`src/rtl/pic_bus_pkg.sv`:
```
// Shared definitions for the 8259-style PIC host bus: FSM encoding, default
// bus timing and the register-select rules used to address ICW/OCW writes.
package pic_bus_pkg;

  typedef enum logic [2:0] {
    ST_IDLE,
    ST_SETUP,
    ST_STROBE,
    ST_HOLD,
    ST_RECOVER
  } pic_state_e;

  localparam int unsigned DEF_SETUP_CYCLES   = 1;
  localparam int unsigned DEF_STROBE_CYCLES  = 2;
  localparam int unsigned DEF_HOLD_CYCLES    = 1;
  localparam int unsigned DEF_RECOVER_CYCLES = 1;

  // A0 and data-bit requirements for each PIC register write.
  localparam logic        A0_ICW1    = 1'b0;
  localparam logic        A0_ICW2_4  = 1'b1;
  localparam logic        A0_OCW1    = 1'b1;
  localparam logic        A0_OCW2    = 1'b0;
  localparam logic        A0_OCW3    = 1'b0;
  localparam int unsigned ICW1_BIT   = 4;
  localparam int unsigned OCW3_BIT   = 3;

  typedef enum logic [1:0] {
    REG_ICW1,
    REG_ICW2_4_OCW1,
    REG_OCW2,
    REG_OCW3
  } pic_reg_e;

  function automatic pic_reg_e decode_reg(input logic a0, input logic [7:0] d);
    if (a0 == A0_ICW2_4)  return REG_ICW2_4_OCW1;
    if (d[ICW1_BIT])      return REG_ICW1;
    if (d[OCW3_BIT])      return REG_OCW3;
    return REG_OCW2;
  endfunction

  // A phase of N cycles loads N-1 so the counter reaches zero in its last cycle.
  function automatic logic [3:0] phase_load(input int unsigned cycles);
    return (cycles == 0) ? 4'd0 : 4'(cycles - 1);
  endfunction

endpackage

```
`src/rtl/pic_phase_timer.sv`:
```
// Loadable 4-bit down-counter that flags the last cycle of a bus phase.
module pic_phase_timer (
  input  logic       clk,
  input  logic       reset,
  input  logic       load,
  input  logic [3:0] load_value,
  output logic       done
);

  logic [3:0] count;

  always_ff @(posedge clk) begin
    if (reset) begin
      count <= '0;
    end else if (load) begin
      count <= load_value;
    end else if (count != '0) begin
      count <= count - 4'd1;
    end
  end

  assign done = (count == '0);

endmodule

```
`src/rtl/pic_host_bus_master.sv`:
```
// Host-side initiator turning single-beat requests into timed 8259 bus cycles
// (CS_n/RD_n/WR_n/A0/data) with read data returned on a response pulse.
module pic_host_bus_master
  import pic_bus_pkg::*;
#(
  parameter int unsigned SETUP_CYCLES   = DEF_SETUP_CYCLES,
  parameter int unsigned STROBE_CYCLES  = DEF_STROBE_CYCLES,
  parameter int unsigned HOLD_CYCLES    = DEF_HOLD_CYCLES,
  parameter int unsigned RECOVER_CYCLES = DEF_RECOVER_CYCLES
) (
  input  logic       clk,
  input  logic       reset,
  input  logic       req_valid,
  output logic       req_ready,
  input  logic       req_write,
  input  logic       req_a0,
  input  logic [7:0] req_data,
  output logic       rsp_valid,
  output logic [7:0] rsp_data,
  output logic       CS_n,
  output logic       RD_n,
  output logic       WR_n,
  output logic       A0,
  output logic [7:0] data_out,
  output logic       data_oe,
  input  logic [7:0] data_in
);

  pic_state_e state;
  pic_state_e state_nxt;

  logic       cur_write;
  logic       cur_a0;
  logic [7:0] cur_data;

  logic       accept;
  logic       capture;
  logic       nxt_write;
  logic       nxt_a0;
  logic [7:0] nxt_data;
  logic       bus_active;

  logic       timer_load;
  logic [3:0] timer_value;
  logic       phase_done;

  // Zero-length phases fall through to the next phase that has cycles.
  function automatic pic_state_e next_live(input pic_state_e s);
    pic_state_e t;
    t = s;
    if (t == ST_SETUP && SETUP_CYCLES == 0)     t = ST_STROBE;
    if (t == ST_HOLD && HOLD_CYCLES == 0)       t = ST_RECOVER;
    if (t == ST_RECOVER && RECOVER_CYCLES == 0) t = ST_IDLE;
    return t;
  endfunction

  function automatic logic [3:0] load_for(input pic_state_e s);
    case (s)
      ST_SETUP:   return phase_load(SETUP_CYCLES);
      ST_STROBE:  return phase_load(STROBE_CYCLES);
      ST_HOLD:    return phase_load(HOLD_CYCLES);
      ST_RECOVER: return phase_load(RECOVER_CYCLES);
      default:    return '0;
    endcase
  endfunction

  pic_phase_timer u_phase_timer (
    .clk        (clk),
    .reset      (reset),
    .load       (timer_load),
    .load_value (timer_value),
    .done       (phase_done)
  );

  always_comb begin
    state_nxt = state;
    accept    = 1'b0;
    capture   = 1'b0;
    case (state)
      ST_IDLE: begin
        if (req_valid && req_ready) begin
          accept    = 1'b1;
          state_nxt = next_live(ST_SETUP);
        end
      end
      ST_SETUP: begin
        if (phase_done) state_nxt = ST_STROBE;
      end
      ST_STROBE: begin
        if (phase_done) begin
          capture   = !cur_write;
          state_nxt = next_live(ST_HOLD);
        end
      end
      ST_HOLD: begin
        if (phase_done) state_nxt = next_live(ST_RECOVER);
      end
      ST_RECOVER: begin
        if (phase_done) state_nxt = ST_IDLE;
      end
      default: state_nxt = ST_IDLE;
    endcase

    timer_load  = (state_nxt != state);
    timer_value = load_for(state_nxt);

    // Pins are registered from the next state, so the accepted request must
    // be visible in the same edge that latches it.
    nxt_write  = accept ? req_write : cur_write;
    nxt_a0     = accept ? req_a0    : cur_a0;
    nxt_data   = accept ? req_data  : cur_data;
    bus_active = (state_nxt == ST_SETUP) || (state_nxt == ST_STROBE) ||
                 (state_nxt == ST_HOLD);
  end

  always_ff @(posedge clk) begin
    if (reset) begin
      state     <= ST_IDLE;
      cur_write <= 1'b0;
      cur_a0    <= 1'b0;
      cur_data  <= '0;
      CS_n      <= 1'b1;
      RD_n      <= 1'b1;
      WR_n      <= 1'b1;
      A0        <= 1'b0;
      data_out  <= '0;
      data_oe   <= 1'b0;
      rsp_valid <= 1'b0;
      rsp_data  <= '0;
      req_ready <= 1'b0;
    end else begin
      state <= state_nxt;
      if (accept) begin
        cur_write <= req_write;
        cur_a0    <= req_a0;
        cur_data  <= req_data;
      end

      CS_n <= !bus_active;
      RD_n <= !((state_nxt == ST_STROBE) && !nxt_write);
      WR_n <= !((state_nxt == ST_STROBE) && nxt_write);

      if (bus_active) A0 <= nxt_a0;
      data_oe <= bus_active && nxt_write;
      if (bus_active && nxt_write) data_out <= nxt_data;

      rsp_valid <= capture;
      if (capture) rsp_data <= data_in;

      req_ready <= (state_nxt == ST_IDLE);
    end
  end

endmodule

```
`config.mk`:
```
export PLATFORM = sky130hd
export DESIGN_NAME = pic_host_bus_master
export DESIGN_NICKNAME = d
export VERILOG_FILES = /design/src/rtl/pic_bus_pkg.sv /design/src/rtl/pic_phase_timer.sv /design/src/rtl/pic_host_bus_master.sv
export SDC_FILE = /design/constraint.sdc
export NUM_CORES = 1
export LEC_CHECK = 0
export CORE_MARGIN = 5
export CORE_UTILIZATION = 45
export CTS_BUF_LIST = sky130_fd_sc_hd__clkbuf_4 sky130_fd_sc_hd__clkbuf_8
export CTS_CLUSTER_SIZE = 40
export DETAILED_ROUTE_END_ITERATION = 10
export PLACE_DENSITY = 0.7
export SKIP_LAST_GASP = 1
export SLEW_MARGIN = 20
export SYNTH_ARGS = -nofsm -noshare
export SYNTH_HDL_FRONTEND = slang
export SYNTH_HIERARCHICAL = 1
export SYNTH_SLANG_ARGS = --single-unit
```
`constraint.sdc`:
```
create_clock -name clk -period 3.1 [get_ports clk]
set_clock_uncertainty 0.2 [all_clocks]
set_input_delay 0.31 -clock clk [delete_from_list [all_inputs] [get_ports clk]]
set_output_delay 0.31 -clock clk [all_outputs]
set_load 0.01 [all_outputs]
```
Word level (Yosys, flattened, before mapping)
Cells that the tools add are included.
- flip-flop bits (word level): 40
- bits in latches: 0
- RAM bits: 0
- memory bits (read-only): 0
- bits of input ports: 21
- logic and storage cells: 55
- memories kept: 0
- add/subtract/negate cells: 1
- multipliers: 0
- divide/modulo/power cells: 0
- order comparisons: 0
- eq/ne operators: 8
- shifts and indexed selects: 0
- muxes and demuxes: 16
- bitwise logic cells: 0
- reduce and logical (&&, ||, !) cells: 16
- operator list (operator ; number):
    $mux 3 ; 5
    $pmux 3 s5 ; 1
    $eq 3x2->1 const B ; 4
    $mux 4 ; 2
    $mux 8 ; 1
    $mux 1 ; 7
    $eq 3x1->1 const B ; 2
    $logic_not 3->1 ; 2
    $logic_not 1->1 ; 5
    $logic_and 1x1->1 ; 4
    $logic_not 4->1 ; 1
    $reduce_bool 4->1 ; 1
    $sub 4x1->4 const B ; 1
    $eq 3x3->1 const B ; 1
    $ne 3x3->1 ; 1
    $logic_or 1x1->1 ; 2
    $reduce_bool 2->1 ; 1

Logic depth before layout (Yosys ltp)
- word-level depth: 7
- depth in mapped cells: 9

Hierarchy
Netlist, hierarchy kept.
- by module, submodules not included (module ; times used ; cells each ; area each (um^2) ; seq. area each (um^2)):
    pic_host_bus_master ; 1 ; 148 ; 1487.7 ; 720.7
    pic_phase_timer ; 1 ; 24 ; 229.0 ; 80.1

Least setup slack after synthesis
OpenSTA, ideal clock, no wires.
- path kind: flip-flop to flip-flop
- start point: register u_phase_timer.count[0]
- end point: register data_out[0]
- setup time: 121 ps
- arrival: 1910 ps
- required time: 2779 ps
- slack: 869 ps
- cell stages (with the launch flop): 9
- buffers on the path: 2
- period minus slack after synthesis: 2231 ps
- cells stage by stage: dfxtp_1 -> inv_1 -> ha_1 -> nor3b_4 -> buf_2 -> a311oi_4 -> a21bo_1 -> buf_6 -> mux2_4
- word-level cells in the longest chain between the ends: 7
- ends and longest elaborated chain (element ; RTL line ; text):
    start: declaration ; pic_phase_timer.sv:10 ; logic [3:0] count;
    start signal: assignment ; pic_phase_timer.sv:16 ; count <= load_value;
    start signal: assignment ; pic_phase_timer.sv:18 ; count <= count - 4'd1;
    $logic_not 4->1 * ; pic_phase_timer.sv:22 ; assign done = (count == '0);
    via phase_done ; pic_host_bus_master.sv:45 ; logic phase_done;
    $mux 3 (on tied branches) ; n/a ;
    $pmux 3 s5 * ; pic_host_bus_master.sv:79 ; case (state)
    $eq 3x1->1 or $eq 3x2->1 (tied branches) ; pic_host_bus_master.sv:112 ; bus_active = (state_nxt == ST_SETUP) || (state_nxt == ST_STROBE) ||
    $logic_or 1x1->1 ; pic_host_bus_master.sv:112 ;
    $logic_or 1x1->1 * ; pic_host_bus_master.sv:112 ;
    $logic_and 1x1->1 * ; pic_host_bus_master.sv:145 ; if (bus_active && nxt_write) data_out <= nxt_data;
    end signal: assignment ; pic_host_bus_master.sv:145 ;
    end: declaration ; pic_host_bus_master.sv:24 ; output logic [7:0] data_out,
The timed path passes the listed nets; every way through them passes the cells marked *.
A chain may end at the register's enable or synchronous reset.

Worst setup path after layout
- start point: register u_phase_timer.count[0]
- end point: register data_out[3]
Same word-level chain as after synthesis.

==> reports/summary.txt <==
status: finished, final reports clean
Worst slew margin: 44.4%
final WL: 3.87 mm
Detailed Place HPWL: 2.80 mm
switch share: 33.1%
Final min period: 2.55 ns
most common cell in the netlist: dfxtp_1
Die Area: 5150 um^2
max cap viols: 0
post-synth top area share: 46.6%
clk slew on worst S/H paths: 0.07 ns
combinational share of power: 36.1%
vias in the first global route: 1355
element type at the critical path end: register
Worst setup SP type: register
Post-DRT Antenna Nets: 0
CTS resizes: 0
Most used DFF post-synth: dfxtp_1
cell area after synthesis: 1720 um^2
total number of vias: 1368
Die Width: 71.8 um
clock share of power: 21.7%
Critical Path RT: 3.08 ns
CTS Hold Bufs: 0
Seq/Total Area, Yosys: 46.6%
internal power: 0.00107 W
Tightest Pin Transition: 0.831 ns
worst-skew pair later-pin latency: 0.29 ns
Die Y: 71.8 um
Congestion Overflow GR: 0
pwr dens: 712 nW/um^2
wire per inst: 14.7 um
Hold WC Path Type: register to register
antenna cells: 0
Gate Count Post-Synth: 172
site row count: 22
# H-tree levels: 2
RSZ-0062 raised after global routing: false
All-Layer GR Usage: 15.2%
Peak VDD IR: 0.000494 V
crit path max fanout: 12
area of the multi-input gates: 836 um^2
Final Max Tran Viols: 0
1st-iter DRT viols: 37
Synth Register Bits: 40
Max Freq: 0.391 GHz
Final GP Congestion: 0.815
drt first pass iters: 4
Leakage: 0.889 nW
sequential share of power: 42.2%
area leader, netlist: dfxtp_1
via-per-instance ratio: 5.20
initial antenna violation count: 0
Syn Area/Cell: 9.98 um^2
Warnings, synthesis: 6
Layout area overhead: 30.8%
Crit Path Category: register to register
Clock Path Buffers: 2
postcts setup bufs: 0
fin crit share: 82.4%
Initial Util: 46.5%
clock sinks: 40
Top Ports: 44
Port Buffers: 43
largest net degree at the start of global routing: 25
Distinct cells, synth: 43
Synth area leaders: dfxtp_1 (47%), mux2_4 (7.0%), mux2i_1 (5.2%)
CTS buffer count: 5
FFs w/ async S/R, synth: 0%
drc violations: 0
first-pass GRT wire length: 6.19 mm
FF+latch area: 801 um^2
Final setup viols: 0
Core Box Area: 3690 um^2
Layout Nets: 236
Post-synth EDFFs: 0
Hold Violations, Final: 0
final hold slack: 0.283 ns
Root Driver: clkbuf_8
fraction of layout cells with a size suffix above 1: 12.6%
arrival time of the worst setup path: 2.53 ns
setup TNS: 0 ns
Psw: 0.000529 W
# fillers: 340
commonest cells in the netlist: dfxtp_1 (40), nor2_1 (18), a21oi_1 (11)
TritonCTS clock tree: built
worst paths after layout:
kind / startpoint / end / slack, ns / cells after the start
min reg2reg: cur_data[1]$_SDFF_PP0_ / cur_data[1]$_SDFF_PP0_ / 0.28 / 2
max: u_phase_timer/count[0]$_SDFFE_PP0P_ / data_out[3]$_SDFFE_PP0P_ / 0.55 / 6
max reg2reg: u_phase_timer/count[0]$_SDFFE_PP0P_ / data_out[3]$_SDFFE_PP0P_ / 0.55 / 6
min: cur_data[1]$_SDFF_PP0_ / cur_data[1]$_SDFF_PP0_ / 0.28 / 2
stage by stage:
| step | utilization (%) | worst slack, ns | cell area, um^2 | cells | total power [W] |
|---|---|---|---|---|---|
| after global routing | 60.9 | 0.360 | 2250 | 263 | 0.00170 |
| after detailed placement | 58.4 | 0.549 | 2150 | 255 | 0.00126 |
| final | 60.9 | 0.545 | 2250 | 263 | 0.00160 |
| after floorplan | - | 0.869 | 1720 | 174 | 0.00111 |
| after CTS | 60.9 | 0.541 | 2250 | 263 | 0.00162 |
| after global placement | 58.4 | 0.633 | 2150 | 255 | 0.00124 |
placed cells by master, fill, tap and decap left out, types with 2 or more instances in the layout:
cell type	Yosys	routed
clkdlybuf4s50_1	0	43
dfxtp_1	40	40
nor2_1	18	18
a21oi_1	11	11
nor2b_1	10	10
nand2_1	9	9
mux2i_1	9	9
nand3_1	8	8
mux2_4	8	8
o21ai_0	6	6
clkbuf_8	0	6
a211oi_1	4	4
o22ai_1	3	3
o21ai_1	3	3
nor3_1	3	3
conb_1	1	3
clkinv_2	0	2
buf_4	1	2
inv_1	2	2
xnor2_1	2	2
cells by family after synthesis:
kind of cell / count (synthesis) / share of synthesized area (%)
adder cells (fa/ha/maj): 1 / 0.729
other: 1 / 0.218
XOR/XNOR: 2 / 1.02
buffers and inverters: 15 / 5.10
flip-flops: 40 / 46.6
multiplexers: 18 / 12.9
AND/OR/NAND/NOR: 64 / 21.4
AO/OA/AOI/OAI: 31 / 12.0
sequential cells by signal, indices dropped and copies added (netlist names), 3 cells and up:
| signal | flops |
|---|---|
| cur_data | 8 |
| data_out | 8 |
| rsp_data | 8 |
| state | 3 |
| u_phase_timer/count | 4 |
power groups by stage:
stage               clock network (W)  registers [W]  logic [W]
floorplan                           0       0.000668   0.000441
global placement                    0       0.000681   0.000555
detailed placement                  0       0.000687   0.000578
CTS                          0.000360       0.000675   0.000581
global route                 0.000381       0.000686   0.000632
finish                       0.000347       0.000675   0.000577
layout make-up:
type | count | share of cell area (%)
clock buffer | 6 | 3.68
sequential | 40 | 35.7
tap | 48 | 2.67
timing repair buffer | 45 | 19.8
clock inverter | 2 | 0.446
inverter | 3 | 0.501
multi-input combinational | 119 | 37.2
routing by layer:
layer / wire length (um) / vias to the layer above / GRT usage, %
met1: 1630 / 642 / 17.8
met2: 1880 / 44 / 24.8
met4: 47 / 0 / 5.64
met3: 315 / 7 / 6.31
li1: - / 675 / -
met5: 0 / - / 0
critical path, cell delays in order (launching register included):
cell and delay (ns):
dfxtp_1 0.33, inv_1 0.10, ha_1 0.20, nor3b_4 0.50
a311oi_4 0.23, a21bo_1 0.53, mux2_4 0.35
Power figures use the tool's default switching activity.
